`src/rtl/alu_pkg.sv`:
```
// Shared ALU op codes, mul/div FSM state type and op classification helper.
package alu_pkg;

    localparam logic [4:0] ALU_AND   = 5'h00;
    localparam logic [4:0] ALU_OR    = 5'h01;
    localparam logic [4:0] ALU_ADD   = 5'h02;
    localparam logic [4:0] ALU_SUB   = 5'h06;
    localparam logic [4:0] ALU_SLT   = 5'h07;
    localparam logic [4:0] ALU_XOR   = 5'h08;
    localparam logic [4:0] ALU_SLTU  = 5'h09;
    localparam logic [4:0] ALU_NOR   = 5'h0C;
    localparam logic [4:0] ALU_MULT  = 5'h10;
    localparam logic [4:0] ALU_MULTU = 5'h11;
    localparam logic [4:0] ALU_DIV   = 5'h12;
    localparam logic [4:0] ALU_DIVU  = 5'h13;
    localparam logic [4:0] ALU_MFHI  = 5'h14;
    localparam logic [4:0] ALU_MFLO  = 5'h15;

    typedef enum logic [1:0] {
        IDLE,
        RUN,
        FIX
    } state_t;

    function automatic logic is_muldiv(input logic [4:0] ctl);
        return (ctl == ALU_MULT) || (ctl == ALU_MULTU) ||
               (ctl == ALU_DIV)  || (ctl == ALU_DIVU);
    endfunction

endpackage

```
`src/rtl/muldiv_unit.sv`:
```
// Iterative multiply/divide engine: shift-add multiply, restoring divide on
// operand magnitudes, with a final sign-fix cycle that writes HI/LO.
module muldiv_unit
    import alu_pkg::*;
#(
    parameter int WIDTH = 32
) (
    input  logic             clk,
    input  logic             reset,
    input  logic             start,
    input  logic [4:0]       op,
    input  logic [WIDTH-1:0] a,
    input  logic [WIDTH-1:0] b,
    output logic             busy,
    output logic             done,
    output logic [WIDTH-1:0] hi,
    output logic [WIDTH-1:0] lo
);

    localparam int CW = $clog2(WIDTH);

    state_t           state;
    logic [CW-1:0]    count;
    logic             mul_mode;
    logic             neg_q;
    logic             neg_r;
    logic             b_zero;
    logic [WIDTH-1:0] a_lat;
    logic [WIDTH-1:0] b_mag_r;
    logic [WIDTH-1:0] hi_acc;
    logic [WIDTH-1:0] lo_acc;

    logic             op_signed;
    logic [WIDTH-1:0] a_mag;
    logic [WIDTH-1:0] b_mag;
    logic [WIDTH-1:0] addend;
    logic [WIDTH:0]   mul_sum;
    logic [WIDTH:0]   div_shift;
    logic [WIDTH:0]   div_diff;
    logic [2*WIDTH-1:0] prod;
    logic [WIDTH-1:0] fix_hi;
    logic [WIDTH-1:0] fix_lo;

    // NOTE: every always_comb output gets a default first so no path can infer a latch.
    always_comb begin
        op_signed = (op == ALU_MULT) || (op == ALU_DIV);
        a_mag     = (op_signed && a[WIDTH-1]) ? -a : a;
        b_mag     = (op_signed && b[WIDTH-1]) ? -b : b;
        addend    = lo_acc[0] ? b_mag_r : {WIDTH{1'b0}};
        mul_sum   = {1'b0, hi_acc} + {1'b0, addend};
        div_shift = {hi_acc, lo_acc[WIDTH-1]};
        div_diff  = div_shift - {1'b0, b_mag_r};
        prod      = {hi_acc, lo_acc};
        fix_hi    = hi_acc;
        fix_lo    = lo_acc;
        if (mul_mode) begin
            {fix_hi, fix_lo} = neg_q ? -prod : prod;
        end else if (b_zero) begin
            fix_hi = a_lat;
            fix_lo = {WIDTH{1'b1}};
        end else begin
            fix_lo = neg_q ? -lo_acc : lo_acc;
            fix_hi = neg_r ? -hi_acc : hi_acc;
        end
    end

    // NOTE: sequential state uses non-blocking assignments only, so every register samples pre-edge values.
    always_ff @(posedge clk) begin
        if (reset) begin
            state    <= IDLE;
            count    <= '0;
            mul_mode <= 1'b0;
            neg_q    <= 1'b0;
            neg_r    <= 1'b0;
            b_zero   <= 1'b0;
            a_lat    <= '0;
            b_mag_r  <= '0;
            hi_acc   <= '0;
            lo_acc   <= '0;
            hi       <= '0;
            lo       <= '0;
            done     <= 1'b0;
        end else begin
            done <= 1'b0;
            case (state)
                IDLE: begin
                    if (start && is_muldiv(op)) begin
                        state    <= RUN;
                        count    <= '0;
                        mul_mode <= (op == ALU_MULT) || (op == ALU_MULTU);
                        neg_q    <= op_signed && (a[WIDTH-1] ^ b[WIDTH-1]);
                        neg_r    <= op_signed && a[WIDTH-1];
                        b_zero   <= (b == '0);
                        a_lat    <= a;
                        b_mag_r  <= b_mag;
                        hi_acc   <= '0;
                        lo_acc   <= a_mag;
                    end
                end
                RUN: begin
                    if (mul_mode) begin
                        hi_acc <= mul_sum[WIDTH:1];
                        lo_acc <= {mul_sum[0], lo_acc[WIDTH-1:1]};
                    end else begin
                        // Restore (keep the shifted value) when the trial subtract underflows.
                        hi_acc <= div_diff[WIDTH] ? div_shift[WIDTH-1:0] : div_diff[WIDTH-1:0];
                        lo_acc <= {lo_acc[WIDTH-2:0], ~div_diff[WIDTH]};
                    end
                    count <= count + CW'(1);
                    if (count == CW'(WIDTH - 1)) begin
                        state <= FIX;
                    end
                end
                FIX: begin
                    hi    <= fix_hi;
                    lo    <= fix_lo;
                    done  <= 1'b1;
                    state <= IDLE;
                end
                default: state <= IDLE;
            endcase
        end
    end

    assign busy = (state != IDLE);

endmodule

```
`src/rtl/alu_muldiv.sv`:
```
// Execute-stage ALU: combinational op mux, MFHI/MFLO readback and Zero flag,
// wrapped around the iterative multiply/divide engine.
module alu_muldiv
    import alu_pkg::*;
#(
    parameter int WIDTH = 32
) (
    input  logic             clk,
    input  logic             reset,
    input  logic             start,
    input  logic [4:0]       ALUctl,
    input  logic [WIDTH-1:0] A,
    input  logic [WIDTH-1:0] B,
    output logic [WIDTH-1:0] ALUOut,
    output logic             Zero,
    output logic             busy,
    output logic             done,
    output logic [WIDTH-1:0] HI,
    output logic [WIDTH-1:0] LO
);

    muldiv_unit #(.WIDTH(WIDTH)) u_muldiv (
        .clk   (clk),
        .reset (reset),
        .start (start),
        .op    (ALUctl),
        .a     (A),
        .b     (B),
        .busy  (busy),
        .done  (done),
        .hi    (HI),
        .lo    (LO)
    );

    always_comb begin
        ALUOut = '0;
        case (ALUctl)
            ALU_AND:  ALUOut = A & B;
            ALU_OR:   ALUOut = A | B;
            ALU_ADD:  ALUOut = A + B;
            ALU_SUB:  ALUOut = A - B;
            ALU_SLT:  ALUOut = {{(WIDTH-1){1'b0}}, ($signed(A) < $signed(B))};
            ALU_XOR:  ALUOut = A ^ B;
            ALU_SLTU: ALUOut = {{(WIDTH-1){1'b0}}, (A < B)};
            ALU_NOR:  ALUOut = ~(A | B);
            ALU_MFHI: ALUOut = HI;
            ALU_MFLO: ALUOut = LO;
            default:  ALUOut = '0;
        endcase
    end

    assign Zero = (ALUOut == '0);

endmodule

```
`config.mk`:
```
export PLATFORM = sky130hd
export DESIGN_NAME = alu_muldiv
export DESIGN_NICKNAME = d
export VERILOG_FILES = /design/src/rtl/alu_pkg.sv /design/src/rtl/muldiv_unit.sv /design/src/rtl/alu_muldiv.sv
export SDC_FILE = /design/constraint.sdc
export NUM_CORES = 1
export LEC_CHECK = 0
export BUFFER_PORTS_ARGS = -buffer_cell sky130_fd_sc_hd__clkbuf_2
export CAP_MARGIN = 15
export CORE_UTILIZATION = 25
export CTS_CLUSTER_DIAMETER = 150
export DETAILED_ROUTE_END_ITERATION = 7
export PLACE_DENSITY = 0.41
export SYNTH_ARGS = -nofsm -noshare
export SYNTH_HDL_FRONTEND = slang
export SYNTH_HIERARCHICAL = 1
export SYNTH_SLANG_ARGS = --single-unit
```
`constraint.sdc`:
```
create_clock -name clk -period 8.7 [get_ports clk]
set_input_delay 2.175 -clock clk [delete_from_list [all_inputs] [get_ports clk]]
set_output_delay 2.175 -clock clk [all_outputs]
set_load 0.02 [all_outputs]
```
### Word level (Yosys, flattened, before mapping)

Cells that the tools add are included.

* add/subtract/negate cells: 10
* multipliers: 0
* div/mod/pow operators: 0
* magnitude comparators: 2
* equal/unequal tests: 18
* shift operators: 0
* mux-type cells: 24
* bitwise logic cells: 6
* reductions and logical operators: 17

Operators with widths (count)
* two-way mux 32 bit: 14
* case mux 32 bit (10 select lines): 1
* negator 32 bit: 4
* case mux 32 bit (2 select lines): 2
* logical NOT 32 bit: 2
* < comparator 32 bit: 2
* two-way mux 64 bit: 1
* negator 64 bit: 1
* equality test 5 bit, second input constant: 7
* adder 32 x 32 -> 33 bit: 1
* subtractor 33 x 32 -> 33 bit: 1
* adder 32 bit: 1
* bitwise AND 32 bit: 1
* NOT 32 bit: 1
* OR 32 bit: 1
* subtractor 32 bit: 1
* XOR 32 bit: 1
* equality test 5 x 4 -> 1 bit, second input constant: 3
* equality test 5 x 3 -> 1 bit, second input constant: 2
* case mux 5 bit (2 select lines): 1
* AND reduction 2 bit: 3
* adder 5 x 1 -> 5 bit, second input constant: 1
* equality test 5 x 1 -> 1 bit, second input constant: 1
* equality test 5 x 2 -> 1 bit, second input constant: 1
* other kinds (14): 23

* flip-flop bits (word level): 204
* latch bits: 0
* bits in writable memories: 0
* bits in read-only memories: 0
* input bits: 72
* output and inout bits: 99
* logic and storage cells: 90
* memories kept: 0

### Longest topological paths before layout

* depth in word-level cells: 7
* mapped depth: 15
* mapped depth without buffers: 14

### By module

Netlist, hierarchy kept.

By module, submodules not included
* muldiv_unit: times used 1, cells an instance 2052, area each 15471.1 sq um, sequential area each 4083.9 sq um
* alu_muldiv: times used 1, cells an instance 983, area each 6676.4 sq um, sequential area each 0.0 sq um

### Least setup slack after synthesis

OpenSTA, ideal clock, no wires.

* path kind: input -> output
* start: in A[0]
* end: out Zero
* arrival: 5.266 ns
* required time: 6.525 ns
* slack: 1.259 ns
* stages: 13
* buffers on the path: 0
* path through: ha_1 > inv_1 > fa_1 > nand2b_1 > a211oi_4 > o2111ai_4 > a2111oi_4 > nor2_2 > o21ai_1 > o2111ai_1 > o2bb2ai_1 > or4_1 > nor2_1

* elaborated cells between the ends (all ways): 10
* classes of those cells: add/sub: 2; order compare: 2; mux: 1; bitwise: 4; reduce/logical: 1

RTL lines
* start: declaration: line alu_muldiv.sv:12 `input logic [WIDTH-1:0] A,`
* subtractor 32 bit or adder 32 bit (tied branches): line alu_muldiv.sv:41, alu_muldiv.sv:40
* case mux 32 bit (10 select lines) *: line alu_muldiv.sv:37 `case (ALUctl)`
* net ALUOut[28]: line alu_muldiv.sv:14 `output logic [WIDTH-1:0] ALUOut,`
* logical NOT 32 bit *: line alu_muldiv.sv:52 `assign Zero = (ALUOut == '0);`
* end: declaration: line alu_muldiv.sv:15 `output logic Zero,`

The timed path passes the listed nets; every way through them passes the cells marked *.

### Final worst setup path

* start: in B[0]
* end: out Zero

* longest elaborated chain between the ends: 4
* elaborated cells between the ends (all ways): 10
* classes of those cells: add/sub: 2; order compare: 2; mux: 1; bitwise: 4; reduce/logical: 1

Ends and longest elaborated chain
* start: declaration: line alu_muldiv.sv:13 `input logic [WIDTH-1:0] B,`
* parallel branches: the longest is 2 deep, another holds subtractor 32 bit
* case mux 32 bit (10 select lines) *: line alu_muldiv.sv:37
* logical NOT 32 bit *: line alu_muldiv.sv:52

Mark *: on every way between the ends.

==> results.cfg <==
[run_status]
status = finished clean

[global_routing]
overflow = 0
grt_usage = 0.224
first_global_vias = 22446
grt_pass1_wl_mm = 153
antenna_found_initial = 6
grt_start_max_net_pins = 86

[floorplan]
initial_core_util = 0.254
core_area_um2 = 87300
die_h_um = 300
ios = 171
rows = 108
die-area_um2 = 89800
fp.dieW_um = 300

[timing]
worst_slew_pin_slew_ns = 1.07
tns_ns = 0
setup_viol = 0
clock.fmax_ghz = 0.120
period_share = 0.956
drv_slew = 0
slew-limit-headroom = 0.284
skew_ns = 0.0180
finalHoldViolCount = 0
rsz0062_at_grt = no
period_minus_slack_ns = 8.32

[clocking]
cts.repair.resized = 0
cts_sinks = 204
path_clk_slew_ns = 0.06
clk-insertion-delay-late_ns = 0.56
clockRootBuffer = clkbuf_16
cts_tree = built
cts_setup_buffers = 0
clockBufferDepth = 3
numCtsBuffers = 26
ctsHoldBuffers = 0
h-tree-depth = 1

[routing]
drt_first_iter_violations = 2009
routed_wl_mm = 104
wire_per_inst_um = 24.5
antenna_left = 0
drtPass1Iterations = 6
via_per_inst = 5.49
num_vias = 23355
drc = 0

[synthesis]
yosysTopAreaCell = dfxtp_1
synth-seq-cells = 204
yosysTopAreaCellShare = 0.184
syn_area_per_cell_um2 = 7.30
syn-num-nets = 3281
synthDistinctLibCells = 107
ys.flop_type = dfxtp_1
synth_cells = 3035
ys_async_sr_fraction = 0
yosys-top-cells-area = dfxtp_1 18%, ha_1 9.6%, a21oi_1 5.6%
yosysSeqAreaShare = 0.184
synth_edf_count = 0
yosysWarnings = 6
netlist_area_um2 = 22100

[min_path]
hp-start = u_muldiv/a_lat[13]
hold_path_class = register to register
whs_path_depth = 2
holdPathEnd = u_muldiv/a_lat[13]

[critical_path]
r2r-start = u_muldiv/lo_acc[31]
r2r_end = u_muldiv/hi_acc[0]
criticalPathCategory = input port to primary output
rr_worst_depth = 13
reg2reg_slack_ns = 3.80
cp_max_fo = 7
cp-start-kind = input port
arrival_ns = 6.14
worstPathRequired_ns = 6.53
cp-end-kind = primary output

[place]
place_congestion = 0.955
io_buffers = 170
hpwl_mm = 82.6
place_area_um2 = 24100

[finish]
area_growth_pct = 12.6
fin_area_um2 = 24900
mostFrequentLayoutCells = 308 x nor2_1, 267 x nand2_1, 249 x a21oi_1, 201 x dfxtp_1, 198 x o21ai_0
final_layout_size_suffix_gt1_frac = 0.118
final_nets = 3324
final_common_cell = nor2_1

[power_and_ir_drop]
powerDensity_nw_per_um2 = 130
peakVddDrop_mv = 0.113
power.leakage_nw = 9.73

[flow_run]
cap_violations = 0
layer usage:
metal | GRT usage | vias to the layer above | wire length [um]
met5 | 0 | - | 40
met4 | 0.0425 | 8 | 2150
met3 | 0.0241 | 129 | 5690
met2 | 0.368 | 733 | 47200
met1 | 0.316 | 11318 | 49200
li1 | - | 11167 | -
sequential cells by signal, summed over array words and instances (netlist names):
signal and flops:
u_muldiv/a_lat 32, u_muldiv/b_mag_r 32, u_muldiv/b_zero 1, u_muldiv/count 5, u_muldiv/done 1, u_muldiv/hi 32
u_muldiv/hi_acc 32, u_muldiv/lo 32, u_muldiv/lo_acc 32, u_muldiv/mul_mode 1, u_muldiv/neg_q 1, u_muldiv/neg_r 1
u_muldiv/state 2
through the flow:
stage / total power, mW / setup WS, ns / instances / hold WS, ns / util
floorplan: 1.76 / 1.26 / 3035 / 0.432 / -
global placement: 2.14 / 0.497 / 4205 / 0.449 / 0.276
detailed placement: 2.13 / 0.460 / 4205 / 0.450 / 0.276
CTS: 3.26 / 0.432 / 4252 / 0.459 / 0.286
global route: 3.39 / 0.152 / 4253 / 0.476 / 0.286
finish: 3.24 / 0.381 / 4254 / 0.458 / 0.286
synthesized netlist by cell type (35+ instances only):
cell type / number
nand2b_1: 37
a211oi_1: 121
clkbuf_1: 156
xnor2_1: 95
dfxtp_1: 204
nand2_1: 267
or3_1: 35
nor2_1: 310
buf_2: 35
mux2i_1: 92
nor3_1: 60
a21o_1: 50
o21ai_0: 198
a21oi_1: 249
nand3_1: 56
inv_1: 162
ha_1: 170
xor2_1: 100
o31ai_1: 37
cell type report:
class                   count  area [um2]
repair buffers            229        1310
clock inverters             4        47.5
fillers                  9777       62400
multi-input cells        2453       16600
clock buffers              43         806
inverters                 164         616
flip-flops and latches    204        4090
well taps                1155        1450
diodes                      2        5.00
report_power, final:
part / switching (mW) / total, mW / internal (mW)
sequential: 0.0384 / 0.993 / 0.955
combinational: 0.739 / 1.13 / 0.393
clock: 0.462 / 1.12 / 0.656
total: 1.24 / 3.24 / 2.00
how the worst max path moves through the flow:
stage,from,endpoint,slack (ns)
floorplan,A[0],Zero,1.26
global placement,B[0],Zero,0.50
detailed placement,B[0],Zero,0.46
CTS,B[0],Zero,0.43
global route,B[0],Zero,0.15
finish,B[0],Zero,0.38
logic make-up (layout without fill, tap and decap cells):
family,count (synthesis),after routing,share of synthesized area
AND/OR/NAND/NOR,997,997,0.222
flip-flops,204,204,0.184
other,0,2,0
AO/OA/AOI/OAI,985,985,0.302
XOR/XNOR,195,195,0.0771
buffers and inverters,378,440,0.0689
multiplexers,102,102,0.0467
adder cells (fa/ha/maj),174,174,0.0997
critical path: stages:
cell and delay (ns):
clkbuf_2 0.26, ha_1 0.27, inv_1 0.07, fa_1 0.42, nand2b_1 0.22, a211oi_4 0.39
o21ai_1 0.23, o211ai_1 0.21, nor3b_2 0.22, o2111ai_1 0.12, or4_1 0.57, nor4_1 0.32
and4b_1 0.30, nand4b_1 0.10, nor2_1 0.10, clkbuf_2 0.17
Note: power is estimated with default switching activity, not from simulation.
